`config.mk`:
```
export PLATFORM = sky130hd
export DESIGN_NAME = adder_seq_nbit_flat
export DESIGN_NICKNAME = d
export VERILOG_FILES = /design/src/rtl/adder_seq_nbit_pkg.sv /design/src/rtl/adder_seq_nbit_if.sv /design/src/rtl/adder_seq_nbit_adder_4bit.sv /design/src/rtl/adder_seq_nbit.sv /design/src/flat_wrapper.sv
export SDC_FILE = /design/constraint.sdc
export NUM_CORES = 1
export LEC_CHECK = 0
export ABC_AREA = 1
export BUFFER_PORTS_ARGS = -buffer_cell sky130_fd_sc_hd__buf_2
export CAP_MARGIN = 20
export CORE_MARGIN = 1
export CORE_UTILIZATION = 40
export DETAILED_ROUTE_END_ITERATION = 10
export PLACE_DENSITY = 0.64
export RECOVER_POWER = 50
export SLEW_MARGIN = 40
export SYNTH_ARGS = -nofsm -noshare
export SYNTH_HDL_FRONTEND = slang
export SYNTH_SLANG_ARGS = --single-unit
```
`constraint.sdc`:
```
create_clock -name i_clk -period 5.54 [get_ports i_clk]
set_input_delay 0.554 -clock i_clk [delete_from_list [all_inputs] [get_ports i_clk]]
set_output_delay 0.554 -clock i_clk [all_outputs]
set_load 0.005 [all_outputs]
```
`src/rtl/adder_seq_nbit_pkg.sv`:
```
// Shared definitions for the nibble-serial adder: slice width, FSM encoding
// and counter sizing.
package adder_seq_nbit_pkg;

    localparam int NIBBLE_W = 4;

    typedef enum logic [1:0] {
        S_IDLE = 2'd0,
        S_CALC = 2'd1,
        S_DONE = 2'd2
    } state_t;

    // Nibble counter needs at least one bit even when only one slice exists.
    function automatic int cnt_width(input int nibbles);
        return (nibbles > 1) ? $clog2(nibbles) : 1;
    endfunction

endpackage

```
`src/rtl/adder_seq_nbit_if.sv`:
```
// Operand/result stream bundle for adder_seq_nbit; the slave side is the adder.
interface adder_seq_nbit_if
    import adder_seq_nbit_pkg::*;
#(
    parameter int NIBBLES = 4
);
    localparam int W = NIBBLE_W * NIBBLES;

    logic         i_valid;
    logic         o_ready;
    logic [W-1:0] i_a;
    logic [W-1:0] i_b;
    logic         i_c;
    logic         o_valid;
    logic         i_ready;
    logic [W-1:0] o_s;
    logic         o_c;

    modport master (
        output i_valid, i_a, i_b, i_c, i_ready,
        input  o_ready, o_valid, o_s, o_c
    );

    modport slave (
        input  i_valid, i_a, i_b, i_c, i_ready,
        output o_ready, o_valid, o_s, o_c
    );

endinterface

```
`src/rtl/adder_seq_nbit_adder_4bit.sv`:
```
// Combinational 4-bit ripple-carry adder, the per-nibble datapath of the
// sequential adder.
module adder_4bit (
    input  logic [3:0] a,
    input  logic [3:0] b,
    input  logic       ci,
    output logic [3:0] s,
    output logic       co
);
    logic [4:0] c;

    always_comb begin
        c    = '0;
        s    = '0;
        c[0] = ci;
        for (int i = 0; i < 4; i++) begin
            s[i]     = a[i] ^ b[i] ^ c[i];
            c[i + 1] = (a[i] & b[i]) | (c[i] & (a[i] ^ b[i]));
        end
        co = c[4];
    end

endmodule

```
`src/rtl/adder_seq_nbit.sv`:
```
// Nibble-serial W-bit adder: streams one nibble per cycle through a single
// adder_4bit, chaining the carry through a register, with valid/ready on both sides.
module adder_seq_nbit
    import adder_seq_nbit_pkg::*;
#(
    parameter int NIBBLES = 4
) (
    input  logic            i_clk,
    input  logic            i_rst,
    adder_seq_nbit_if.slave bus
);
    localparam int W     = NIBBLE_W * NIBBLES;
    localparam int CNT_W = cnt_width(NIBBLES);
    localparam logic [CNT_W-1:0] LAST_CNT = CNT_W'(NIBBLES - 1);

    state_t                state;
    state_t                state_nxt;
    logic [W-1:0]          a_sh;
    logic [W-1:0]          b_sh;
    logic [W-1:0]          s_reg;
    logic                  carry;
    logic                  c_reg;
    logic [CNT_W-1:0]      cnt;
    logic [NIBBLE_W-1:0]   nib_s;
    logic                  nib_c;
    logic [W+NIBBLE_W-1:0] s_ext;
    logic                  ready_c;
    logic                  valid_c;
    logic                  last;

    adder_4bit u_adder_4bit (
        .a  (a_sh[NIBBLE_W-1:0]),
        .b  (b_sh[NIBBLE_W-1:0]),
        .ci (carry),
        .s  (nib_s),
        .co (nib_c)
    );

    // New nibble enters at the MSB end; written this way so W == 4 needs no special case.
    assign s_ext = {nib_s, s_reg};
    assign last  = (cnt == LAST_CNT);

    always_comb begin
        state_nxt = state;
        ready_c   = 1'b0;
        valid_c   = 1'b0;
        case (state)
            S_IDLE: begin
                ready_c = 1'b1;
                if (bus.i_valid) state_nxt = S_CALC;
            end
            S_CALC: begin
                if (last) state_nxt = S_DONE;
            end
            S_DONE: begin
                valid_c = 1'b1;
                if (bus.i_ready) state_nxt = S_IDLE;
            end
            default: state_nxt = S_IDLE;
        endcase
    end

    always_ff @(posedge i_clk) begin
        if (i_rst) begin
            state <= S_IDLE;
            a_sh  <= '0;
            b_sh  <= '0;
            s_reg <= '0;
            carry <= 1'b0;
            c_reg <= 1'b0;
            cnt   <= '0;
        end else begin
            state <= state_nxt;
            case (state)
                S_IDLE: begin
                    if (bus.i_valid) begin
                        a_sh  <= bus.i_a;
                        b_sh  <= bus.i_b;
                        carry <= bus.i_c;
                        cnt   <= '0;
                    end
                end
                S_CALC: begin
                    s_reg <= s_ext[W+NIBBLE_W-1:NIBBLE_W];
                    carry <= nib_c;
                    a_sh  <= a_sh >> NIBBLE_W;
                    b_sh  <= b_sh >> NIBBLE_W;
                    cnt   <= cnt + CNT_W'(1);
                    if (last) c_reg <= nib_c;
                end
                default: ;
            endcase
        end
    end

    assign bus.o_ready = ready_c;
    assign bus.o_valid = valid_c;
    assign bus.o_s     = s_reg;
    assign bus.o_c     = c_reg;

endmodule

```
`src/flat_wrapper.sv`:
```
// flat-port wrapper written by rule: the top's interface ports become plain ports
module adder_seq_nbit_flat import adder_seq_nbit_pkg::*;
#(
    parameter int NIBBLES = 4
)
  (i_clk, i_rst, bus_i_valid, bus_i_a, bus_i_b, bus_i_c, bus_i_ready, bus_o_ready, bus_o_valid, bus_o_s, bus_o_c);
  adder_seq_nbit_if #(.NIBBLES(NIBBLES)) bus_i ();
  input  logic i_clk;
  input  logic i_rst;
  input wire logic [$bits(bus_i.i_valid)-1:0] bus_i_valid;
  input wire logic [$bits(bus_i.i_a)-1:0] bus_i_a;
  input wire logic [$bits(bus_i.i_b)-1:0] bus_i_b;
  input wire logic [$bits(bus_i.i_c)-1:0] bus_i_c;
  input wire logic [$bits(bus_i.i_ready)-1:0] bus_i_ready;
  output wire logic [$bits(bus_i.o_ready)-1:0] bus_o_ready;
  output wire logic [$bits(bus_i.o_valid)-1:0] bus_o_valid;
  output wire logic [$bits(bus_i.o_s)-1:0] bus_o_s;
  output wire logic [$bits(bus_i.o_c)-1:0] bus_o_c;
  assign bus_i.i_valid = bus_i_valid;
  assign bus_i.i_a = bus_i_a;
  assign bus_i.i_b = bus_i_b;
  assign bus_i.i_c = bus_i_c;
  assign bus_i.i_ready = bus_i_ready;
  assign bus_o_ready = bus_i.o_ready;
  assign bus_o_valid = bus_i.o_valid;
  assign bus_o_s = bus_i.o_s;
  assign bus_o_c = bus_i.o_c;
  adder_seq_nbit #(.NIBBLES(NIBBLES)) u_core (.i_clk(i_clk), .i_rst(i_rst), .bus(bus_i));
endmodule
```
==> results of run 1 <==
## layout by cell type, fill, tap and decap left out, drive strengths merged
cell type and count:
nand2 39, buf 47, dfxtp 54, nor3b 1, nor2 34, nand3 82, ha 1, clkinv 2
o21ai 19, fa 4, inv 60, a21oi 38, clkbuf 15, o21a 1
## per-layer routing
| layer | routed length (µm) | vias to the layer above | part of all wire, % | GRT usage [%] |
|---|---|---|---|---|
| li1 | - | 1212 | - | - |
| met1 | 2760 | 1027 | 50 | 20.4 |
| met2 | 2510 | 51 | 45 | 26.7 |
| met3 | 206 | 7 | 3.7 | 3.11 |
| met4 | 69 | 0 | 1.2 | 5.55 |
| met5 | 0 | - | 0 | 0 |
## per-stage QoR
stage / utilization, % / total power [mW] / cell area [µm²]
floorplan: - / 0.579 / 2770
global placement: 45.4 / 0.610 / 2970
detailed placement: 45.5 / 0.613 / 2970
CTS: 46.9 / 0.840 / 3060
global route: 46.0 / 0.876 / 3010
finish: 46.0 / 0.825 / 3010
## tightest hold or removal path, cell delays in order, from the launching register on
cell,delay (ns)
dfxtp_1,0.33
inv_1,0.05
a21oi_1,0.05
## layout make-up
class,count,area (µm²)
Clock inverter,1,5.00
Fill cell,713,3520
Timing Repair Buffer,55,269
Tap cell,77,96.3
Clock buffer,7,86.3
Sequential cell,54,1080
Multi-Input combinational cell,219,1240
Inverter,61,231
## worst max path at each step
stage	start	endpoint	slack, ns
after floorplan	u_core.carry$_SDFFE_PP0P_	u_core.bus.o_s[15]$_SDFFE_PP0P_	3.60
after global placement	u_core.state[0]$_SDFFE_PP0P_	u_core.bus.o_c$_SDFFE_PP0P_	3.00
after detailed placement	u_core.state[0]$_SDFFE_PP0P_	u_core.state[1]$_SDFFE_PP0P_	3.40
after CTS	u_core.state[0]$_SDFFE_PP0P_	u_core.state[1]$_SDFFE_PP0P_	3.39
after global routing	u_core.state[0]$_SDFFE_PP0P_	u_core.carry$_SDFFE_PP0P_	1.97
final	u_core.state[0]$_SDFFE_PP0P_	u_core.b_sh[9]$_SDFFE_PP0P_	2.31
## cells in the mapped netlist (all sizes together)
library cell | count | area, µm²
a21oi | 38 | 265
buf | 18 | 143
clkbuf | 8 | 30.0
clkinv | 1 | 3.75
dfxtp | 54 | 1080
fa | 4 | 80.1
ha | 1 | 12.5
inv | 60 | 228
nand2 | 39 | 178
nand3 | 82 | 505
nor2 | 34 | 128
nor3b | 1 | 12.5
o21a | 1 | 7.51
o21ai | 19 | 95.1
## sequential cells by signal, indices dropped and copies added (netlist names)
register        cells
u_core.carry        1
u_core.b_sh        16
u_core.state        2
u_core.cnt          2
u_core.bus.o_c      1
u_core.a_sh        16
u_core.bus.o_s     16
## power breakdown
| group | total, mW | internal, mW | switching, mW |
|---|---|---|---|
| Sequential | 0.443 | 0.420 | 0.0234 |
| Clock | 0.228 | 0.101 | 0.126 |
| Combinational | 0.154 | 0.0634 | 0.0904 |
| Total | 0.825 | 0.585 | 0.240 |
## logic make-up (layout without fill, tap and decap cells)
kind of cell / Yosys count / after routing / synth area share [%]
AOI/OAI and AO/OA: 58 / 58 / 13.3
adders and majority gates: 5 / 5 / 3.34
buffers and inverters: 87 / 124 / 14.6
DFF: 54 / 54 / 39.0
and+or+nand+nor: 156 / 156 / 29.7
==> metrics.txt, run 1 <==
Core ar.=0.00653 mm²; cell family with most CP delay=simple AND/OR/NAND/NOR gates; row cnt=29; Syn Nets=402; hpwl dp=3.42 mm; period utilisation layout=58.3%; CP arrival=3.47 ns; CP Class=reg2reg; RSZ-0062 raised after global routing=no; Post-Synthesis Cells=360; Placed Instances=466; first-pass GRT wire length=9.28 mm; Final Hold Fails=0; VDD IR max=145 µV; Max Transition Viols Final=0; total CTS buffers=5; Max-Slew Margin vs Limit=18.1%; R2R depth=4; highest clock rate=310 MHz; average wire per standard cell=11.7 µm; Worst Max-Slew Pin Slew=1.23 ns; I/O pin cnt=56; initial core utilization=42.4%; Root Buffer=clkbuf_8; cts repair resizes=0; worst hold margin=0.467 ns; largest net degree at the start of global routing=76; setup skew after layout=0.00392 ns; worst slack at placement=3.40 ns; crit start category=register; final number of setup-violating endpoints=0; Final WS setup=2.31 ns; Synth Area per Inst=7.69 µm²; worst hold start=u_core.bus.o_c$_SDFFE_PP0P_; largest stage delay on the critical path=1.12 ns; Layout Nets=438; WP buf/inv=0; fin cells=474; initial antenna violation count=0; Syn Std Cell Area=0.00277 mm²; die area=0.00726 mm²; die height=85.2 µm; FF+latch count, synth=54; port bufs=55; worst-path cell chain=nand2_4 -> nand2_1 -> nand3_1 -> a21oi_2; hold buffers post-CTS=0; Chip Width=85.2 µm; Overflow after GRT=0; CTS tree=built; max-cap violations=0; CP endpoint kind=register; RD Place Congestion=0.723; Hold Crit Class=reg2reg; post-synthesis sequential area ratio=39.0%; CP required=5.79 ns; Clk Latency, worst-skew pair=0.30 ns; DRT Pass-1 Iters=4; clock buffer depth=2; Distinct cells, synth=24; Ys Warns=0; RR Startpoint=u_core.state[0]$_SDFFE_PP0P_; status=finished, final reports clean; clk sinks=54; r2r endpoint=u_core.b_sh[9]$_SDFFE_PP0P_; hold path endpoint=u_core.bus.o_c$_SDFFE_PP0P_; H-tree depth=2; drc violations=0; worst-path maximum fanout=75; Via density=4.85; Hold Path Cell Cnt=2; WP depth=4; Post-CTS Setup Repair Bufs=0; clock slew at reported path FFs=0.09 ns; Total Wirelength=5.55 mm; Crit-path slowest cell=nand2_1; Post-DRT Antenna Nets=0; vias in the first global route=2,071; setup_tns=0 ns; layout cell share with drive strength beyond 1=23.2%; Tot GR Track Use=15.9%; pwr dens=274 mW/mm²; Ant. Diodes=0; leakage power=1.36 nW; iteration-0 DRC count of the detailed router=103; worst reg2reg setup slack=2.31 ns; Layout Area Growth over Synthesis=8.59%; Final min period=3.23 ns; via count=2,297
(Power assumes the default switching activity.)
==> run 2, diff against run 1 <==
--- a/config.mk
+++ b/config.mk
@@ -11,7 +11,7 @@
 export CORE_MARGIN = 1
 export CORE_UTILIZATION = 40
 export DETAILED_ROUTE_END_ITERATION = 10
-export PLACE_DENSITY = 0.64
+export PLACE_DENSITY = 0.67
 export RECOVER_POWER = 50
 export SLEW_MARGIN = 40
 export SYNTH_ARGS = -nofsm -noshare
==> constraint.sdc (replaced) <==
create_clock -name i_clk -period 2.8 [get_ports i_clk]
set_input_delay 0.28 -clock i_clk [delete_from_list [all_inputs] [get_ports i_clk]]
set_output_delay 0.28 -clock i_clk [all_outputs]
set_load 0.005 [all_outputs]
==> run 2 against run 1 <==
Effect of this change: core utilization up 0.52 points; fmax grew 58%; sequential power rose by 96%; clock skew increased by 0.0029 ns; sequential share of layout area shrank 0.40 points; via count up 2.4%; final cell count grew 0.63%; worst hold slack got worse by 0.26 ns; flip-flop and latch count unchanged; highest routed layer unchanged.
==> metrics.txt, run 2 (synthesized netlist as in run 1, its figures left out) <==
CTS tree=built; I/O pin cnt=56 (unchanged); Root Buffer=clkbuf_8; VDD IR max=212 µV (+46%); Post-CTS Setup Repair Bufs=0 (unchanged); hpwl dp=3.48 mm (+1.7%); Final min period=2.05 ns (-1.18 ns); largest net degree at the start of global routing=43 (-43%); port bufs=55 (unchanged); vias in the first global route=2,125 (+2.6%); clock slew at reported path FFs=0.10 ns (about the same); Worst Max-Slew Pin Slew=1.36 ns (+0.134 ns); crit start category=register; initial core utilization=42.4% (unchanged); Clk Latency, worst-skew pair=0.31 ns (about the same); first-pass GRT wire length=9.39 mm (+1.2%); CP required=3.04 ns (-2.75 ns); CP arrival=2.28 ns (-1.19 ns); CP endpoint kind=register; Max-Slew Margin vs Limit=9.17% (-9.0 points); worst-path maximum fanout=2 (-97%); H-tree depth=2 (unchanged); Core ar.=0.00653 mm² (unchanged); Final Hold Fails=0 (unchanged); setup_tns=0 ns (unchanged); RD Place Congestion=0.730 (+0.90%); leakage power=1.36 nW (+0.16%); die height=85.2 µm (unchanged); hold buffers post-CTS=0 (unchanged); Ant. Diodes=0 (unchanged); Placed Instances=469 (+0.64%); Layout Nets=441 (+0.68%); clock buffer depth=2 (unchanged); pwr dens=562 mW/mm² (+100%); Hold Crit Class=in2reg; average wire per standard cell=11.7 µm (+0.32%); layout cell share with drive strength beyond 1=23.3% (+0.076 points); period utilisation layout=73.1% (+15 points); initial antenna violation count=0 (unchanged); Overflow after GRT=0 (unchanged); DRT Pass-1 Iters=4 (unchanged); status=finished, final reports clean; highest clock rate=489 MHz (+58%); Chip Width=85.2 µm (unchanged); final number of setup-violating endpoints=0 (unchanged); most common cell after layout, fill and taps aside=nand3_1; Via density=4.93 (+1.8%); RSZ-0062 raised after global routing=no; CP Class=reg2reg; Max Transition Viols Final=0 (unchanged); clk sinks=54 (unchanged); Post-DRT Antenna Nets=0 (unchanged); Layout Area Growth over Synthesis=9.81%; drc violations=0 (unchanged); fin cells=477 (+0.63%); via count=2,353 (+2.4%); cts repair resizes=0 (unchanged); row cnt=29 (unchanged); max-cap violations=0 (unchanged); iteration-0 DRC count of the detailed router=164 (+59%); Total Wirelength=5.60 mm (+0.96%); setup skew after layout=0.00680 ns (+0.00288 ns); total CTS buffers=5 (unchanged); commonest non-fill, non-tap cells in the layout=nand3_1 (69), inv_1 (59), dfxtp_1 (54); Tot GR Track Use=15.9% (-0.045 points); die area=0.00726 mm² (unchanged)
run 2: cell types whose count changed in the layout (fill, tap and decap cells not counted), moves of 2 or more:
| cell | delta |
|---|---|
| a21oi_1 | -4 |
| a21oi_2 | +4 |
| nand3_1 | +3 |
| nand3_2 | -3 |
| clkbuf_1 | +2 |
| buf_4 | +2 |
run 2: path summary, 6_finish.rpt:
check	startpoint	endpoint	slack [ns]	depth (start not counted)
min reg2reg	u_core.bus.o_c$_SDFFE_PP0P_	u_core.bus.o_c$_SDFFE_PP0P_	0.45	2
min	bus_i_a[13]	u_core.a_sh[13]$_SDFFE_PP0P_	0.21	3
max reg2reg	u_core.carry$_SDFFE_PP0P_	u_core.bus.o_s[15]$_SDFFE_PP0P_	0.75	8
max	u_core.carry$_SDFFE_PP0P_	u_core.bus.o_s[15]$_SDFFE_PP0P_	0.75	8
run 2: report_power, final:
part | internal (mW) | total [mW] | switching, mW | leakage (nW)
logic | 0.127 | 0.317 | 0.190 | 0.868
registers | 0.831 | 0.869 | 0.0378 | 0.445
clock network | 0.267 | 0.523 | 0.256 | 0.0514
total | 1.22 | 1.71 | 0.484 | 1.36
run 2: per-layer routing:
metal / vias to the layer above / GRT usage, % / part of all wire, %
li1: 1221 / - / -
met5: - / 0 / 0
met4: 0 / 3.70 / 0.82
met3: 6 / 3.31 / 3.9
met1: 1078 / 20.2 / 49
met2: 48 / 27.6 / 46
run 2: stage by stage:
step                      total power, mW  utilization [%]  cell area (µm²)  worst slack, ns  hold WS, ns
final                                1.71             46.6             3040            0.753        0.206
after global routing                 1.81             46.6             3040            0.629        0.208
after CTS                            1.74             47.5             3100            0.755        0.200
after detailed placement             1.22             45.8             2990            0.784        0.436
after global placement               1.21             45.8             2990            0.816        0.431
after floorplan                      1.15                -             2770            0.856        0.424
run 2: layout make-up:
class	instances	area, µm²
repair buffers	58	287
inverters	61	231
clock buffers	6	72.6
multi-input cells	219	1230
well taps	77	96.3
fillers	695	3490
flip-flops and latches	54	1080
clock inverters	2	37.5
run 2: worst max-delay path, cell delays in order (launching register included):
cell and delay [ns]:
dfxtp_1 0.34, fa_1 0.42, inv_1 0.07, fa_1 0.15, inv_1 0.05, fa_1 0.35
inv_1 0.07, fa_1 0.40, a21oi_1 0.12
==> run 3, diff against run 2 <==
--- a/config.mk
+++ b/config.mk
@@ -5,13 +5,13 @@
 export SDC_FILE = /design/constraint.sdc
 export NUM_CORES = 1
 export LEC_CHECK = 0
-export ABC_AREA = 1
+export ABC_AREA = 0
 export BUFFER_PORTS_ARGS = -buffer_cell sky130_fd_sc_hd__buf_2
 export CAP_MARGIN = 20
 export CORE_MARGIN = 1
 export CORE_UTILIZATION = 40
 export DETAILED_ROUTE_END_ITERATION = 10
-export PLACE_DENSITY = 0.67
+export PLACE_DENSITY = 0.65
 export RECOVER_POWER = 50
 export SLEW_MARGIN = 40
 export SYNTH_ARGS = -nofsm -noshare
==> constraint.sdc (replaced) <==
create_clock -name i_clk -period 2.1 [get_ports i_clk]
set_input_delay 0.21 -clock i_clk [delete_from_list [all_inputs] [get_ports i_clk]]
set_output_delay 0.21 -clock i_clk [all_outputs]
set_load 0.005 [all_outputs]
==> run 3 against run 2 <==
Effect of this change: sequential power increased by 29%; register-to-register slack worse by 0.71 ns; final cell count decreased by 27%; sequential share of layout area grew 3.4 points; critical endpoint unchanged; largest power group unchanged; highest routed layer unchanged.
==> metrics.txt, run 3 <==
top cell type's share of synthesized area=46.0% (+7.0 points); clock buffer depth=2 (unchanged); worst hold start=bus_i_b[15]; max layer used=met4; Max-Slew Margin vs Limit=47.6% (+38 points); metal2 WL=2.17 mm (-16%); Post-Synthesis Cells=222 (-38%); sw frac=25.1% (-3.2 points); VDD IR max=338 µV (+60%); CP endpoint kind=register; CP required=2.33 ns (-0.71 ns); crit start category=register; Placed Instances=339 (-28%); Synth Area per Inst=10.6 µm² (+38%); FF+latch count, synth=54 (unchanged); Max Transition Viols Final=0 (unchanged); Hold Crit Class=in2reg; sequential power share=54.0% (+3.1 points); max-cap violations=0 (unchanged); initial core utilization=42.1% (-0.26 points); Final min period=2.05 ns (+0.00634 ns); RD Place Congestion=0.703 (-3.6%); met1 WL=2.29 mm (-16%); largest cells by area after synthesis=dfxtp_1 (46%), o2bb2ai_2 (12%), mux2i_1 (11%), a21oi_1 (4.9%), nand2_1 (4.5%); iteration-0 DRC count of the detailed router=99 (-40%); Post-synth top flop=dfxtp_1; Worst Max-Slew Pin Slew=0.786 ns (-0.574 ns); combinational power share=12.9% (-5.7 points); register area=0.00108 mm² (+0.23%); Layout Nets=317 (-28%); total CTS buffers=5 (unchanged); sw power=0.521 mW (+7.7%); Clock power frac=33.0% (+2.4 points); Overflow after GRT=0 (unchanged); row cnt=27 (-6.9%); post-synth top area cell=dfxtp_1; pwr dens=747 mW/mm² (+33%); fin cells=348 (-27%); highest clock rate=487 MHz (-0.31%); die height=78.6 µm (-7.7%); RSZ-0062 raised after global routing=yes; Pint=1.56 mW (+27%); hpwl dp=3.31 mm (-5.1%); Final Hold Fails=0 (unchanged); I/O pin cnt=56 (unchanged); Tot GR Track Use=16.2% (+0.33 points); filler instances=575 (-17%); setup skew after layout=0.00672 ns (-0.0000813 ns); RR Startpoint=u_core.carry$_SDFFE_PP0P_; Via density=5.00 (+1.4%); Total Wirelength=4.79 mm (-14%); clk sinks=54 (unchanged); average wire per standard cell=13.8 µm (+17%); status=finished, final reports clean; Ant. Diodes=0 (unchanged); CP arrival=2.28 ns (about the same); via count=1,740 (-26%); clock slew at reported path FFs=0.10 ns (about the same); CTS tree=built; worst hold margin=0.160 ns (-0.0459 ns); Syn Std Cell Area=0.00235 mm² (-15%); die area=0.00618 mm² (-15%); Root Buffer=clkbuf_8; CP Class=reg2reg; post-synthesis sequential area ratio=46.0% (+7.0 points); Worst Setup SP=u_core.carry$_SDFFE_PP0P_; H-tree depth=2 (unchanged); initial antenna violation count=0 (unchanged); Chip Width=78.6 µm (-7.7%); Distinct cells, synth=28 (+17%); number of enable flip-flop cells after synthesis=0 (unchanged); final number of setup-violating endpoints=0 (unchanged); count leader, synth=dfxtp_1; largest net degree at the start of global routing=28 (-35%); Core ar.=0.00557 mm² (-15%); Syn Nets=264 (-34%); Layout Area Growth over Synthesis=18.4%; port bufs=55 (unchanged); DRT Pass-1 Iters=4 (unchanged); layout cell share with drive strength beyond 1=34.4% (+11 points); vias in the first global route=1,634 (-23%); drc violations=0 (unchanged); leakage power=1.12 nW (-18%); most common cell after layout, fill and taps aside=dfxtp_1; multi-input logic area=0.00114 mm² (-7.7%); Post-DRT Antenna Nets=0 (unchanged); ys async rst share=0% (unchanged); met3 wire len=280 µm (+28%); period utilisation layout=97.8% (+25 points); worst-path maximum fanout=2 (unchanged); Clk Latency, worst-skew pair=0.30 ns (about the same); setup_tns=0 ns (unchanged); Ys Warns=0 (unchanged); Synth top cells by count=dfxtp_1 (54), nand2_1 (28), mux2i_1 (25), a21oi_1 (23), o2bb2ai_2 (19); first-pass GRT wire length=7.78 mm (-17%); commonest non-fill, non-tap cells in the layout=dfxtp_1 (52), buf_2 (47), nand2_1 (28)
-- run 3: path summary, 6_finish.rpt --
check / endpoint / depth (start not counted) / slack [ns]
worst max-delay path: u_core.bus.o_s[15]$_SDFFE_PP0P_ / 8 / 0.05
worst max register to register: u_core.bus.o_s[15]$_SDFFE_PP0P_ / 8 / 0.05
worst min-delay path: u_core.b_sh[15]$_SDFFE_PP0P_ / 3 / 0.16
worst min register to register: u_core.bus.o_s[1]$_SDFFE_PP0P_ / 2 / 0.45
-- run 3: critical path, stage by stage (launching register included) --
cell	delay, ns
dfxtp_2	0.34
fa_2	0.38
inv_2	0.06
fa_2	0.19
inv_2	0.04
fa_2	0.32
inv_2	0.06
fa_1	0.41
a211oi_2	0.18
-- run 3: power groups by stage --
stage	clock network, mW	registers (mW)	logic (mW)
3_3_place_gp	0	1.14	0.263
6_report	0.686	1.12	0.268
3_5_place_dp	0	1.15	0.268
5_1_grt	0.742	1.13	0.298
2_1_floorplan	0	1.14	0.189
4_1_cts	0.706	1.12	0.273
-- run 3: stage by stage --
stage               utilization, %  worst slack, ns  power [mW]  area, µm²
floorplan                        -           0.0604        1.32       2350
global placement              47.9           0.0279        1.41       2670
detailed placement            47.9          -0.0512        1.41       2670
CTS                           50.1          -0.0249        2.10       2800
global route                  49.9          -0.0114        2.17       2780
finish                        49.9           0.0469        2.08       2780
-- run 3: area by class of cell --
cell class	instances	share of cell area (%)
Tap cell	72	3.24
Inverter	9	1.21
Clock buffer	5	2.47
Clock inverter	3	1.44
Sequential cell	54	39.0
Timing Repair Buffer	64	11.7
Multi-Input combinational cell	141	41.0
-- run 3: cell families (layout without fill, tap and decap cells) --
group	count (synthesis)	in the layout	synth area share [%]
AOI/OAI and AO/OA	63	63	23.5
DFF	54	54	46.0
and+or+nand+nor	47	47	9.43
buffers and inverters	27	81	5.97
muxes	26	26	11.1
adders and majority gates	5	5	3.94
-- run 3: timing repair --
| item | in CTS | in global routing |
|---|---|---|
| buffers inserted | 1 | 0 |
| pin swaps | 4 | 4 |
| resized for setup | 8 | 1 |
| endpoints found under the setup margin | 1 | 3 |
| hold buffers | 0 | 0 |
-- run 3: per-layer routing --
layer  global-route usage (%)  up-vias
met5                        0        -
met1                     22.1      804
met3                     4.42        5
li1                         -      888
met4                     5.00        0
met2                     24.7       43
